**src/rtl/set_bit_scanner.sv**
```systemverilog
// Serialises the set bits of an accepted vector into a stream of positions,
// lowest first, one per out_valid/out_ready handshake beat.
module set_bit_scanner #(
    parameter int WIDTH = 16,
    parameter int POS_W = $clog2(WIDTH)
) (
    input  logic             clk,
    input  logic             rst_n,
    input  logic             in_valid,
    output logic             in_ready,
    input  logic [WIDTH-1:0] in_vec,
    output logic             out_valid,
    input  logic             out_ready,
    output logic [POS_W-1:0] out_pos,
    output logic [POS_W:0]   out_idx,
    output logic             out_last,
    output logic             done,
    output logic             done_empty
);

    typedef enum logic {
        S_IDLE = 1'b0,
        S_EMIT = 1'b1
    } state_t;

    localparam logic [WIDTH-1:0] VEC_ONE = WIDTH'(1);
    localparam logic [POS_W:0]   CNT_ONE = (POS_W + 1)'(1);

    // Bit b of the encoded position is set for every index whose bit b is 1.
    function automatic logic [WIDTH-1:0] f_pos_mask(input int b);
        logic [WIDTH-1:0] m;
        for (int j = 0; j < WIDTH; j++) begin
            m[j] = ((j >> b) & 1) != 0;
        end
        return m;
    endfunction

    state_t           r_state;
    state_t           w_state_next;
    logic [WIDTH-1:0] r_work;
    logic [WIDTH-1:0] w_work_next;
    logic [POS_W:0]   r_cnt;
    logic [POS_W:0]   w_cnt_next;
    logic             r_done;
    logic             w_done_next;
    logic             r_done_empty;
    logic             w_done_empty_next;

    logic [WIDTH-1:0] w_onehot;
    logic [POS_W-1:0] w_pos;
    logic             w_last;
    logic             w_emit;

    // Two's-complement trick isolates the lowest set bit; that is exactly 1<<pos.
    assign w_onehot = r_work & (~r_work + VEC_ONE);
    assign w_last   = (r_work & (r_work - VEC_ONE)) == '0;
    assign w_emit   = (r_state == S_EMIT);

    genvar gi;
    generate
        for (gi = 0; gi < POS_W; gi++) begin : g_enc
            assign w_pos[gi] = |(w_onehot & f_pos_mask(gi));
        end
    endgenerate

    assign in_ready   = (r_state == S_IDLE);
    assign out_valid  = w_emit;
    assign out_pos    = w_emit ? w_pos : '0;
    assign out_idx    = w_emit ? r_cnt : '0;
    assign out_last   = w_emit & w_last;
    assign done       = r_done;
    assign done_empty = r_done_empty;

    always_comb begin
        w_state_next      = r_state;
        w_work_next       = r_work;
        w_cnt_next        = r_cnt;
        w_done_next       = 1'b0;
        w_done_empty_next = 1'b0;
        case (r_state)
            S_IDLE: begin
                if (in_valid) begin
                    w_work_next = in_vec;
                    w_cnt_next  = '0;
                    if (in_vec == '0) begin
                        w_done_next       = 1'b1;
                        w_done_empty_next = 1'b1;
                    end else begin
                        w_state_next = S_EMIT;
                    end
                end
            end
            S_EMIT: begin
                if (out_ready) begin
                    w_work_next = r_work & ~w_onehot;
                    w_cnt_next  = r_cnt + CNT_ONE;
                    if (w_last) begin
                        w_state_next = S_IDLE;
                        w_done_next  = 1'b1;
                    end
                end
            end
            default: begin
                w_state_next = S_IDLE;
            end
        endcase
    end

    always_ff @(posedge clk) begin
        if (!rst_n) begin
            r_state      <= S_IDLE;
            r_work       <= '0;
            r_cnt        <= '0;
            r_done       <= 1'b0;
            r_done_empty <= 1'b0;
        end else begin
            r_state      <= w_state_next;
            r_work       <= w_work_next;
            r_cnt        <= w_cnt_next;
            r_done       <= w_done_next;
            r_done_empty <= w_done_empty_next;
        end
    end

endmodule

```
**config.mk**
```make
export PLATFORM = sky130hd
export DESIGN_NAME = set_bit_scanner
export DESIGN_NICKNAME = d
export VERILOG_FILES = /design/src/rtl/set_bit_scanner.sv
export SDC_FILE = /design/constraint.sdc
export NUM_CORES = 1
export LEC_CHECK = 0
export CAP_MARGIN = 20
export CELL_PAD_IN_SITES_DETAIL_PLACEMENT = 2
export CELL_PAD_IN_SITES_GLOBAL_PLACEMENT = 2
export CORE_ASPECT_RATIO = 2
export CORE_UTILIZATION = 30
export CTS_BUF_LIST = sky130_fd_sc_hd__clkbuf_4 sky130_fd_sc_hd__clkbuf_8 sky130_fd_sc_hd__clkbuf_16
export DETAILED_ROUTE_END_ITERATION = 8
export GPL_TIMING_DRIVEN = 0
export PLACE_DENSITY_LB_ADDON = 0.08
export SYNTH_ARGS = -nofsm -noshare
export SYNTH_HDL_FRONTEND = slang
export SYNTH_SLANG_ARGS = --single-unit
```
**constraint.sdc**
```tcl
create_clock -name clk -period 5.39 [get_ports clk]
set_input_delay 1.078 -clock clk [delete_from_list [all_inputs] [get_ports clk]]
set_output_delay 1.078 -clock clk [all_outputs]
set_load 0.01 [all_outputs]
```
==> metrics.md, run 1 <==
| Metric | Value |
|---|---|
| Status | `finished, final reports clean` |
| GRT Util Overall | `0.247` |
| Synth Flop Type | `dfxtp_1` |
| Post-synthesis sequential area ratio | `0.319` |
| Most common cell in the netlist | `dfxtp_1` |
| CP Class | `reg -> out` |
| TritonCTS Buffers | `3` |
| Core Util, Final | `0.403` |
| Vias/cell | `5.87` |
| Reg area | `480 um2` |
| Relative slew slack | `0.611` |
| Int Pwr | `316 uW` |
| DRT Wirelength | `6.01 mm` |
| FILL cells | `587` |
| Leading area contributor after synthesis | `dfxtp_1` |
| Initial antenna violation count | `0` |
| # DRC | `0` |
| # H-tree levels | `1` |
| Skew final | `0.00616 ns` |
| EDFF count, synth | `0` |
| Post-CTS Hold Buffers | `0` |
| RSZ-0062 raised after global routing | `no` |
| Synth top cells by count | `dfxtp_1 (24), nand2_1 (20), nor2_1 (19), o21ai_0 (14), a21boi_0 (12)` |
| Area share of the largest cell type after synthesis | `0.319` |
| Worst skew pair latency | `0.27 ns` |
| Setup tns final | `0 ns` |
| NetSw | `163 uW` |
| Min Tclk post-route | `4.04 ns` |
| Critical path fanouts, max | `9` |
| Core area | `4860 um2` |
| Root Buffer | `clkbuf_8` |
| # resized after CTS | `0` |
| CTS tree | `yes` |
| Die area | `5320 um2` |
| IO buf count | `33` |
| I/O pins | `34` |
| Fmax | `0.248 GHz` |
| Diodes inserted | `0` |
| Maxcap violations | `0` |
| Clk buf depth | `2` |
| DRT Pass-1 Iters | `2` |
| Die W | `52.1 um` |
| Worst slew pin tran | `0.576 ns` |
| Post-DP HPWL | `4.77 mm` |
| Clock Power Share | `0.267` |
| Layout Cells excl Fill | `286` |
| Main area contributors after synthesis | `dfxtp_1 (32%), a21boi_0 (6.0%), nand2_1 (5.0%)` |
| Syn. warnings | `0` |
| Hold crit path type | `reg -> reg` |
| Cell count after synthesis | `192` |
| Clock transition at path regs | `0.09 ns` |
| Initial Util | `0.309` |
| Crit. End Element | `output port` |
| Row count | `36` |
| Drt wl/cell | `21.0 um` |
| #FFs+latches synth | `24` |
| Global-route congestion overflow total | `0` |
| Critical path data required time | `4.31 ns` |
| Worst setup SP type | `flip-flop` |
| Clock sinks | `24` |
| Setup Fix Bufs, Post-CTS | `0` |
| First-pass GRT wire length | `9.53 mm` |
| Max-slew violations | `0` |
| GPL Wtd Cong | `0.853` |
| Die Y | `102 um` |
| Vias in the first global route | `1888` |
| Combinational share of power | `0.310` |
| Syn Area/Cell | `7.84 um2` |
| Fraction of layout instances using a drive strength above 1 | `0.0742` |
| Sw frac | `0.341` |
| Post-synthesis instance area | `1510 um2` |
| LEAKAGE | `0.685 nW` |
| Largest net degree at the start of global routing | `14` |
| Power Density | `244 nW/um2` |
| Via count | `1678` |
| VDD IR-drop max | `0.000117 V` |
| Area occupied by multi-input gates | `950 um2` |
| Flop pwr share | `0.422` |
| Post-synth ARST share | `0` |
| Worst EP arrival | `2.96 ns` |
| Final nets | `251` |
| Post-route ant nets | `0` |
| Syn Nets | `213` |
| Synth unique cells | `44` |
| Area Growth Syn to Fin | `30.3%` |
| Setup Viol. Count Final | `0` |
| Dpl cells | `282` |
| Initial DRC Count | `17` |
| Crit share post-route | `0.749` |
| Final hold vios | `0` |
-- power groups by stage --
stage          sequential, mW  clock (mW)  combinational, mW
6_report                0.202       0.128              0.149
5_1_grt                 0.204       0.140              0.162
2_1_floorplan           0.202           0             0.0859
4_1_cts                 0.202       0.134              0.150
3_5_place_dp            0.207           0              0.148
3_3_place_gp            0.205           0              0.141
-- through the flow --
| step | worst slack [ns] | total power [mW] | cell area (um2) | hold slack, ns |
|---|---|---|---|---|
| CTS | 1.30 | 0.486 | 1960 | 0.566 |
| global placement | 1.74 | 0.347 | 1910 | 0.530 |
| floorplan | 2.52 | 0.288 | 1510 | 0.486 |
| detailed placement | 1.66 | 0.355 | 1910 | 0.532 |
| global route | 1.18 | 0.506 | 1960 | 0.592 |
| finish | 1.35 | 0.479 | 1960 | 0.553 |
-- final cells by class --
cell class / instances / share of cell area
plain buffers: 10 / 0.0306
flip-flops and latches: 24 / 0.245
multi-input cells: 154 / 0.484
well taps: 57 / 0.0364
clock buffers: 4 / 0.0281
repair buffers: 33 / 0.168
inverters: 4 / 0.00765
-- routing by layer --
| layer | GRT usage | vias up | part of all wire |
|---|---|---|---|
| met5 | 0 | - | 0 |
| met2 | 0.501 | 40 | 0.59 |
| li1 | - | 789 | - |
| met4 | 0.104 | 0 | 0.029 |
| met3 | 0.0208 | 12 | 0.021 |
| met1 | 0.236 | 837 | 0.36 |
-- cell families after synthesis --
kind of cell,after synthesis,share of synthesized area
simple gates,87,0.323
compound gates,64,0.286
flops,24,0.319
buf+inv,14,0.0499
fa+ha+maj,2,0.0158
xor+xnor,1,0.00582
-- critical path: stages, from the launching register on --
cell and delay (ns):
dfxtp_1 0.41, nor4_4 0.58, nand4_2 0.21, a221oi_2 0.33, nand4_1 0.21, nor4_1 0.35
clkdlybuf4s50_1 0.60
-- cells in the final DEF (no fill, tap or decap), types with 3 or more instances in the layout --
cell             Yosys  layout
nand4_1              4       4
nor2b_1              7       7
nor3_1               4       4
dfxtp_1             24      24
clkbuf_8             0       4
clkbuf_1             6       6
nor4_1               6       6
a22oi_1              4       4
o21a_1               3       3
nand2_1             20      20
o21ai_0             14      14
clkdlybuf4s50_1      0      33
inv_1                3       3
a31oi_1              6       6
a21boi_0            12      12
and3_1               3       3
nor2_1              19      19
a21oi_1              8       8
and2_1               8       8
nand3_1              8       8
-- flip-flops by register name (all words and copies together), names as in the netlist --
| register | cells |
|---|---|
| r_cnt | 5 |
| done_empty | 1 |
| r_work | 16 |
| out_valid | 1 |
| done | 1 |
-- worst paths after layout --
kind / from / end / slack, ns / depth (start not counted)
worst min register to register: r_cnt[4]$_SDFFE_PN0P_ / r_cnt[4]$_SDFFE_PN0P_ / 0.55 / 2
worst max-delay path: r_work[2]$_SDFFE_PN0P_ / out_last / 1.35 / 6
worst max register to register: r_work[2]$_SDFFE_PN0P_ / out_valid$_SDFF_PN0_ / 3.07 / 5
worst min-delay path: r_cnt[4]$_SDFFE_PN0P_ / r_cnt[4]$_SDFFE_PN0P_ / 0.55 / 2
(Power assumes the default switching activity.)
==> inputs of run 2 (changes only) <==
--- a/config.mk
+++ b/config.mk
@@ -9,7 +9,7 @@
 export CELL_PAD_IN_SITES_DETAIL_PLACEMENT = 2
 export CELL_PAD_IN_SITES_GLOBAL_PLACEMENT = 2
 export CORE_ASPECT_RATIO = 2
-export CORE_UTILIZATION = 30
+export CORE_UTILIZATION = 28
 export CTS_BUF_LIST = sky130_fd_sc_hd__clkbuf_4 sky130_fd_sc_hd__clkbuf_8 sky130_fd_sc_hd__clkbuf_16
 export DETAILED_ROUTE_END_ITERATION = 8
 export GPL_TIMING_DRIVEN = 0
==> constraint.sdc (replaced) <==
create_clock -name clk -period 3.9 [get_ports clk]
set_input_delay 0.78 -clock clk [delete_from_list [all_inputs] [get_ports clk]]
set_output_delay 0.78 -clock clk [all_outputs]
set_load 0.01 [all_outputs]
==> run 2 against run 1 <==
Effect of this change:
- final cell count is 0.70% higher
- clock skew fell by 0.0020 ns
- hold slack got worse by 0.0085 ns
- sequential share of layout area is 0.25 points lower
- routed wire length is 0.48% lower
- sequential power rose by 38%
- highest routed layer unchanged
==> metrics.md, run 2 (synthesized netlist as in run 1, its figures left out) <==
| Metric | Value |
|---|---|
| Final hold vios | `0 (unchanged)` |
| Initial DRC Count | `17 (unchanged)` |
| Commonest non-fill, non-tap cells in the layout | `clkdlybuf4s50_1 (33), dfxtp_1 (24), nand2_1 (20) (unchanged)` |
| Diodes inserted | `0 (unchanged)` |
| Flop pwr share | `0.429 (was 0.422)` |
| Skew final | `0.00416 ns (was 0.00616 ns)` |
| DRT Pass-1 Iters | `4 (was 2)` |
| Via count | `1647 (was 1678)` |
| CP Class | `reg -> out (unchanged)` |
| Clk buf depth | `2 (unchanged)` |
| Clock transition at path regs | `0.09 ns (about the same)` |
| First-pass GRT wire length | `9.54 mm (was 9.53 mm)` |
| Vias/cell | `5.72 (was 5.87)` |
| Post-DP HPWL | `4.72 mm (was 4.77 mm)` |
| Dpl cells | `283 (was 282)` |
| Setup tns final | `0 ns (unchanged)` |
| Combinational share of power | `0.332 (was 0.310)` |
| Power Density | `329 nW/um2 (was 244 nW/um2)` |
| Startpoint of the worst hold path | `r_work[15]$_SDFFE_PN0P_ (was r_cnt[4]$_SDFFE_PN0P_)` |
| Worst Path Buf+Inv | `2 (was 1)` |
| Tot Pwr | `652 uW (was 479 uW)` |
| Worst EP arrival | `2.94 ns (was 2.96 ns)` |
| Worst-path cell with the longest stage delay | `clkdlybuf4s50_1 (unchanged)` |
| Root Buffer | `clkbuf_8 (unchanged)` |
| CP delay by family, top | `simple AND/OR/NAND/NOR gates (unchanged)` |
| Drt wl/cell | `20.8 um (was 21.0 um)` |
| Hold crit path type | `reg -> reg (unchanged)` |
| Vias in the first global route | `1833 (was 1888)` |
| Sw frac | `0.349 (was 0.341)` |
| Top reg by flops | `r_work (unchanged)` |
| Core Util, Final | `0.386 (was 0.403)` |
| Critical path fanouts, max | `9 (unchanged)` |
| IO buf count | `33 (unchanged)` |
| Core area | `5140 um2 (was 4860 um2)` |
| Global-route congestion overflow total | `0 (unchanged)` |
| DRT Wirelength | `5.98 mm (was 6.01 mm)` |
| Relative slew slack | `0.569 (was 0.611)` |
| CP peak stage delay | `0.58 ns (was 0.60 ns)` |
| Int Pwr | `424 uW (was 316 uW)` |
| FILL cells | `613 (was 587)` |
| Commonest non-fill, non-tap cell in the layout | `clkdlybuf4s50_1 (unchanged)` |
| Critical path depth | `7 (was 6)` |
| NetSw | `228 uW (was 163 uW)` |
| Crit path cell chain | `buf_2 > nor4_2 > nand4_2 > a221oi_2 > nand4_1 > nor4_1 > clkdlybuf4s50_1 (was nor4_4 > nand4_2 > a221oi_2 > nand4_1 > nor4_1 > clkdlybuf4s50_1)` |
| # H-tree levels | `1 (unchanged)` |
| Fmax | `0.269 GHz` |
| Min-Delay Path Depth | `2 (unchanged)` |
| Die Y | `106 um (was 102 um)` |
| WHS Endpoint | `r_work[15]$_SDFFE_PN0P_ (was r_cnt[4]$_SDFFE_PN0P_)` |
| Reg area | `480 um2 (unchanged)` |
| Critical path data required time | `3.12 ns (was 4.31 ns)` |
| Post-route ant nets | `0 (unchanged)` |
| Max-slew violations | `0 (unchanged)` |
| Final nets | `253 (was 251)` |
| TritonCTS Buffers | `3 (unchanged)` |
| GRT Util Overall | `0.236 (was 0.247)` |
| Die area | `5690 um2 (was 5320 um2)` |
| Area occupied by multi-input gates | `955 um2 (was 950 um2)` |
| Biggest regs | `r_work x16, r_cnt x5 (unchanged)` |
| Max reg flops | `16 (unchanged)` |
| CTS tree | `yes (unchanged)` |
| VDD IR-drop max | `0.000170 V (was 0.000117 V)` |
| Min Tclk post-route | `3.72 ns` |
| Die W | `53.8 um (was 52.1 um)` |
| Post-CTS Hold Buffers | `0 (unchanged)` |
| Clock sinks | `24 (unchanged)` |
| Initial antenna violation count | `0 (unchanged)` |
| LEAKAGE | `0.694 nW (was 0.685 nW)` |
| Cells on worst reg2reg path | `6 (was 5)` |
| Maxcap violations | `0 (unchanged)` |
| Setup WS post-layout | `0.181 ns (was 1.35 ns)` |
| Setup Viol. Count Final | `0 (unchanged)` |
| I/O pins | `34 (unchanged)` |
| Largest net degree at the start of global routing | `13 (was 14)` |
| Row count | `37 (was 36)` |
| Crit share post-route | `0.954` |
| Layout Cells excl Fill | `288 (was 286)` |
| Fraction of layout instances using a drive strength above 1 | `0.0826 (was 0.0742)` |
| DP Worst Slack | `0.461 ns (was 1.66 ns)` |
| Worst slew pin tran | `0.639 ns (was 0.576 ns)` |
| Crit. End Element | `output port (unchanged)` |
| # DRC | `0 (unchanged)` |
| Worst r2r dst | `out_valid$_SDFF_PN0_ (unchanged)` |
| Worst setup SP type | `flip-flop (unchanged)` |
| Clock Power Share | `0.239 (was 0.267)` |
| Area Growth Syn to Fin | `31.7% (was 30.3%)` |
| Initial Util | `0.293 (was 0.309)` |
| Worst R2R Setup Slack | `1.56 ns (was 3.07 ns)` |
| Worst R2R Start | `r_work[8]$_SDFFE_PN0P_ (was r_work[2]$_SDFFE_PN0P_)` |
| GPL Wtd Cong | `0.873 (was 0.853)` |
| Status | `finished, final reports clean (unchanged)` |
| Worst skew pair latency | `0.27 ns (about the same)` |
==> run 2: cell count changes in the layout (fill, tap and decap cells not counted) <==
| cell | before | now |
|---|---|---|
| buf_12 | 1 | 2 |
| nor3_1 | 4 | 3 |
| clkbuf_8 | 4 | 3 |
| nor3_2 | 1 | 2 |
| buf_4 | 1 | 2 |
==> run 2: worst register-to-register path: stages, from the launching register on <==
cell,delay (ns)
dfxtp_1,0.30
buf_2,0.18
nor4_2,0.55
nand4_2,0.20
a221oi_2,0.32
nand4_1,0.22
o41a_1,0.46
==> run 2: power groups by stage <==
stage	clock network [mW]	logic, mW	registers [mW]
after floorplan	0	0.119	0.280
after global placement	0	0.201	0.283
after detailed placement	0	0.208	0.285
after CTS	0.163	0.209	0.279
after global routing	0.166	0.237	0.282
final	0.156	0.217	0.279
==> run 2: per-layer routing <==
metal	vias up	global-route usage	share of wire
met4	0	0.0996	0.024
met1	814	0.243	0.37
li1	790	-	-
met5	-	0	0
met3	10	0.0188	0.018
met2	33	0.446	0.59
==> run 2: cell type report <==
type / instances / share of cell area
multi-input cells: 154 / 0.482
well taps: 58 / 0.0366
inverters: 4 / 0.00758
plain buffers: 10 / 0.0303
clock buffers: 3 / 0.0208
flip-flops and latches: 24 / 0.242
repair buffers: 35 / 0.181
==> run 2: worst max path at each step <==
stage                            from        to
3_5_place_dp   r_work[1]$_SDFFE_PN0P_  out_last
3_3_place_gp   r_work[1]$_SDFFE_PN0P_  out_last
5_1_grt        r_work[8]$_SDFFE_PN0P_  out_last
4_1_cts        r_work[1]$_SDFFE_PN0P_  out_last
6_report       r_work[8]$_SDFFE_PN0P_  out_last
2_1_floorplan  r_work[8]$_SDFFE_PN0P_  out_last
==> run 2: stage by stage <==
step / instance area (um2) / hold WS [ns]
after detailed placement: 1910 / 0.525
after CTS: 1950 / 0.542
after floorplan: 1510 / 0.486
after global placement: 1910 / 0.519
final: 1980 / 0.544
after global routing: 1980 / 0.592
==> run 2: timing repair <==
| item | 4_1_cts | 5_1_grt |
|---|---|---|
| endpoints found under the setup margin | 0 | 1 |
| buffers inserted | 0 | 2 |
| resized for setup | 0 | 1 |
==> inputs of run 3 (changes only) <==
--- a/config.mk
+++ b/config.mk
@@ -17,3 +17,4 @@
 export SYNTH_ARGS = -nofsm -noshare
 export SYNTH_HDL_FRONTEND = slang
 export SYNTH_SLANG_ARGS = --single-unit
+export TNS_END_PERCENT = 100
==> results of run 3 <==
Same layout as run 2: the final DEF is identical, and so are final timing and power.
